`src/rtl/resonator_ddc_mix_round_out.sv`:
```
`default_nettype none
// ============================================================================
// Module   : resonator_ddc_mix_round_out
// Brief    : Complex mix of DDC products, round/saturate, AXI-Stream output
//            with channel index, frame TLAST and sticky saturation flag.
// Revision : 1.0 - initial release
// ============================================================================
module resonator_ddc_mix_round_out #(
    parameter int PROD_W = 34,
    parameter int OUT_W  = 16,
    parameter int SHIFT  = 17,
    parameter int N_CHAN = 256,
    parameter int CH_W   = 8
) (
    input  logic                 clk,
    input  logic                 reset,
    input  logic                 in_valid,
    output logic                 in_ready,
    input  logic [PROD_W-1:0]    p_ic,
    input  logic [PROD_W-1:0]    p_qs,
    input  logic [PROD_W-1:0]    p_qc,
    input  logic [PROD_W-1:0]    p_is,
    output logic                 m_tvalid,
    input  logic                 m_tready,
    output logic [2*OUT_W-1:0]   m_tdata,
    output logic [CH_W-1:0]      m_tuser,
    output logic                 m_tlast,
    input  logic                 sat_clear,
    output logic                 sat_sticky
);

    localparam int c_RW = PROD_W + 2;
    localparam logic signed [c_RW-1:0] c_HALF =
        {{(c_RW-SHIFT){1'b0}}, 1'b1, {(SHIFT-1){1'b0}}};
    localparam logic signed [c_RW-1:0] c_MAX =
        {{(c_RW-OUT_W+1){1'b0}}, {(OUT_W-1){1'b1}}};
    localparam logic signed [c_RW-1:0] c_MIN =
        {{(c_RW-OUT_W+1){1'b1}}, {(OUT_W-1){1'b0}}};
    localparam logic [CH_W-1:0] c_LAST = CH_W'(N_CHAN - 1);

    // Returns {saturated, value}; rounds half toward +inf then clamps.
    function automatic logic [OUT_W:0] f_round_sat(input logic signed [PROD_W:0] s);
        logic signed [c_RW-1:0] r;
        r = ($signed({s[PROD_W], s}) + c_HALF) >>> SHIFT;
        if (r > c_MAX)
            f_round_sat = {1'b1, 1'b0, {(OUT_W-1){1'b1}}};
        else if (r < c_MIN)
            f_round_sat = {1'b1, 1'b1, {(OUT_W-1){1'b0}}};
        else
            f_round_sat = {1'b0, r[OUT_W-1:0]};
    endfunction

    logic                   r_s1_valid;
    logic signed [PROD_W:0] r_s1_i;
    logic signed [PROD_W:0] r_s1_q;
    logic                   r_s2_valid;
    logic [2*OUT_W-1:0]     r_tdata;
    logic [CH_W-1:0]        r_tuser;
    logic [CH_W-1:0]        r_ch;
    logic                   r_sat;

    logic                   w_hs;
    logic                   w_s2_load;
    logic                   w_s1_load;
    logic signed [PROD_W:0] w_si;
    logic signed [PROD_W:0] w_sq;
    logic [OUT_W:0]         w_ri;
    logic [OUT_W:0]         w_rq;
    logic                   w_sat_ev;
    logic [CH_W-1:0]        w_ch_inc;
    logic [CH_W-1:0]        w_ch_next;

    assign w_hs      = r_s2_valid & m_tready;
    assign w_s2_load = ~r_s2_valid | w_hs;
    assign w_s1_load = ~r_s1_valid | w_s2_load;
    assign in_ready  = w_s1_load;

    assign w_si = $signed({p_ic[PROD_W-1], p_ic}) + $signed({p_qs[PROD_W-1], p_qs});
    assign w_sq = $signed({p_qc[PROD_W-1], p_qc}) - $signed({p_is[PROD_W-1], p_is});

    assign w_ri     = f_round_sat(r_s1_i);
    assign w_rq     = f_round_sat(r_s1_q);
    assign w_sat_ev = w_s2_load & r_s1_valid & (w_ri[OUT_W] | w_rq[OUT_W]);

    // A beat loading S2 during a handshake takes the post-increment index.
    assign w_ch_inc  = (r_ch == c_LAST) ? '0 : r_ch + 1'b1;
    assign w_ch_next = w_hs ? w_ch_inc : r_ch;

    always_ff @(posedge clk) begin
        if (reset) begin
            r_s1_valid <= 1'b0;
            r_s1_i     <= '0;
            r_s1_q     <= '0;
        end else if (w_s1_load) begin
            r_s1_valid <= in_valid;
            if (in_valid) begin
                r_s1_i <= w_si;
                r_s1_q <= w_sq;
            end
        end
    end

    always_ff @(posedge clk) begin
        if (reset) begin
            r_s2_valid <= 1'b0;
            r_tdata    <= '0;
            r_tuser    <= '0;
        end else if (w_s2_load) begin
            r_s2_valid <= r_s1_valid;
            if (r_s1_valid) begin
                r_tdata <= {w_rq[OUT_W-1:0], w_ri[OUT_W-1:0]};
                r_tuser <= w_ch_next;
            end
        end
    end

    always_ff @(posedge clk) begin
        if (reset)
            r_ch <= '0;
        else
            r_ch <= w_ch_next;
    end

    always_ff @(posedge clk) begin
        if (reset)
            r_sat <= 1'b0;
        else if (w_sat_ev)
            r_sat <= 1'b1;
        else if (sat_clear)
            r_sat <= 1'b0;
    end

    assign m_tvalid   = r_s2_valid;
    assign m_tdata    = r_tdata;
    assign m_tuser    = r_tuser;
    assign m_tlast    = (r_tuser == c_LAST);
    assign sat_sticky = r_sat;

endmodule
`default_nettype wire

```
`config.mk`:
```
export PLATFORM = sky130hd
export DESIGN_NAME = resonator_ddc_mix_round_out
export DESIGN_NICKNAME = d
export VERILOG_FILES = /design/src/rtl/resonator_ddc_mix_round_out.sv
export SDC_FILE = /design/constraint.sdc
export NUM_CORES = 1
export LEC_CHECK = 0
export ABC_CLOCK_PERIOD_IN_PS = 3000
export BUFFER_PORTS_ARGS = -buffer_cell sky130_fd_sc_hd__buf_4
export CAP_MARGIN = 10
export CELL_PAD_IN_SITES_DETAIL_PLACEMENT = 1
export CELL_PAD_IN_SITES_GLOBAL_PLACEMENT = 1
export CORE_MARGIN = 3
export CORE_UTILIZATION = 39
export DETAILED_ROUTE_END_ITERATION = 6
export PLACE_DENSITY = 0.92
export RECOVER_POWER = 25
export SLEW_MARGIN = 20
export SYNTH_ARGS = -nofsm -noshare
export SYNTH_HDL_FRONTEND = slang
export SYNTH_SLANG_ARGS = --single-unit
```
`constraint.sdc`:
```
create_clock -name clk -period 3 [get_ports clk]
set_clock_uncertainty 0.05 [all_clocks]
set_input_delay 0.3 -clock clk [delete_from_list [all_inputs] [get_ports clk]]
set_output_delay 0.3 -clock clk [all_outputs]
set_load 0.02 [all_outputs]
```
==> metrics <==
first-pass GRT wire length 33.5 mm; ranking of synthesized cells by area dfxtp_1 (27%), ha_1 (13%), a21oi_1 (5.2%); Overall Global Routing Usage 21.7%; WP data required 3.13 ns; Tmin final approximately 2.7 ns; Final Max Slew Viols 0; Pwr Density about 430 nW/um^2; Hold Crit Class input port to flip-flop; hold path depth 3; prevailing post-synth register cell dfxtp_1; PortBufs 184; crit end category flip-flop; Cell Rows 47; Synth Net Count around 1,000; Final period util about 91%; hpwl dp 16.7 mm; most frequent cell after synthesis dfxtp_1; Distinct cells, synth 68; fmax 0.367 GHz; commonest cells in the netlist dfxtp_1 (89), nand2_1 (87), a21oi_1 (69), ha_1 (69), nor2_1 (49); # setup viols final 0; Max Cap Viol 0; largest net degree at the start of global routing 51; cts bufs inserted 9; FILL cells 2,099; Post-Syn Instances 833; CP max-delay cell or3_1; Worst Path Class, Setup flip-flop to flip-flop; Root Driver clkbuf_16; Hold-fix buffers, CTS 0; R2R depth 9; fraction of the yosys area taken by sequential cells 26.7%; DRC errors left 0; Critical Path AT 2.86 ns; Setup WS pre-CTS 0.192 ns; worst path cell trace ha_1 > and3_1 > and3_1 > and4_4 > nand2_1 > mux2i_1 > a2bb2oi_1 > or3_1 > o211ai_1; clock-pin slew on the worst setup and hold paths 0.07 ns; Async S/R FF share, synth 0%; maximum VDD drop 0.227 mV; drt total wl 20.3 mm; Synthesis Warnings 0; Synth top area share about a quarter; clock latency on the worst-skew pair between 0.3 and 0.4 ns; Area Growth Syn to Fin 27.0%; RSZ-0062 raised after global routing no; Initial Util 40.0%; core area around 17,000 sq um; Longest Clk Path Bufs 2; total grt overflow 0; initial antenna violation count 0; WL/cell 16.5 um; routed via count 6,846; Post-Syn Area 6660 sq um; global placement routability congestion slightly above 0.9; Via density 5.57; DRT Pass-1 Iters 5; Die H 137 um; setup TNS 0 ns; Tot Pwr 0.00364 W; # nets final 1,215; crit path launch type flip-flop; final hold vios 0; layout cells sized above 1 19.2%; H-tree lvl count 3; Worst-Margin Slew 1.01 ns; Worst path max stage delay 0.48 ns; die width 137 um; clock sink count 89; DIE AREA roughly 19,000 sq um; final worst setup slack 0.276 ns; vias in the first global route between 7,000 and 8,000; Leak Pwr roughly 3.9 nW; CP top delay family simple AND/OR/NAND/NOR gates; cell mode on critical path and3_1; syn avg cell area 8.00 sq um; antenna diode count 0; Routed Antenna Nets 0; Rel. slew slack 32.1%; status finished, final reports clean; Post-CTS Setup Bufs 0; Bufs and invs on worst path 0; area leader, netlist dfxtp_1; CTS tree done; Yosys reg bits a little under 90; Post-synth EDFFs 0; critical path depth 9; IO Count 185; CTS resizes 0; CP Max Fanout 15; iteration-0 DRC count of the detailed router 260
[per-layer routing]
| metal | global-route usage, % | share of wire [%] | vias up |
|---|---|---|---|
| met5 | 0 | 0 | - |
| met4 | 5.94 | 1.5 | 0 |
| met3 | 3.49 | 5.3 | 27 |
| met2 | 37.7 | 47 | 194 |
| met1 | 27.8 | 46 | 3228 |
| li1 | - | - | 3397 |
[sequential cells by signal, indices dropped and copies added (netlist names)]
signal and count:
r_s1_valid 1, sat_sticky 1, r_ch 8, m_tvalid 1, r_s1_i 19, r_s1_q 19, m_tuser 8, m_tdata 32
[power breakdown]
group	internal [W]	switching, W
sequential	0.00128	0.000104
combinational	0.000485	0.000576
clock	0.000747	0.000447
[worst paths after layout]
path | to | slack [ns] | from
setup / recovery | m_tdata[9] | 0.28 | r_s1_i[17]
hold / removal | r_s1_valid | 0.17 | in_valid
setup reg to reg | m_tdata[9] | 0.28 | r_s1_i[17]
hold reg to reg | m_tdata[5] | 0.44 | m_tdata[5]
[cells in the final DEF (no fill, tap or decap), drive strengths merged, types with 3 or more instances in the layout]
master   count
xnor2       23
xor2        34
nor2        49
o21bai       3
inv         45
a41oi        3
o211ai      35
a22o         3
a21oi       69
ha          69
dfxtp       89
buf        165
or3          6
a2111oi      4
o21a         7
and4        11
a21o        23
nand3       32
a211o        3
nor3b        3
o21ai       46
nand2b       8
a211oi      11
a31o         3
and2        11
and3        16
a31oi       12
clkbuf      42
nor4b        4
a21boi       5
nor2b        5
nand4       16
nand3b       4
o211a       13
nand2       87
nor3        18
[area by class of cell]
cell class	instances	area [sq um]	area share (%)
multi-input cells	664	4570	54.0
flip-flops and latches	89	1780	21.1
repair buffers	195	1350	16.0
well taps	220	275	3.25
clock buffers	12	246	2.91
inverters	46	173	2.04
clock inverters	3	65.1	0.769
[cells by family after synthesis]
| family | after synthesis | synth area share, % |
|---|---|---|
| and+or+nand+nor | 274 | 21.1 |
| buffers and inverters | 80 | 4.84 |
| muxes | 3 | 0.469 |
| AOI/OAI and AO/OA | 261 | 26.4 |
| DFF | 89 | 26.7 |
| adders and majority gates | 69 | 13.0 |
| xor gates and xnor gates | 57 | 7.49 |
[stage by stage]
stage          hold WS, ns  instance area, sq um  util [%]  std cells
3_5_place_dp         0.426                  8260      49.6       1214
3_3_place_gp         0.408                  8260      49.6       1214
2_1_floorplan        0.367                  6660         -        833
4_1_cts              0.148                  8570      51.5       1229
6_report             0.168                  8460      50.8       1229
5_1_grt              0.165                  8460      50.8       1229
[worst reg2reg max path, cell delays in order (launching register included)]
cell	delay, ns
dfxtp_1	0.37
ha_1	0.19
and3_1	0.19
and3_1	0.27
and4_4	0.29
nand2_1	0.09
mux2i_1	0.19
a2bb2oi_1	0.23
or3_1	0.48
o211ai_1	0.20
(Power assumes the default switching activity.)
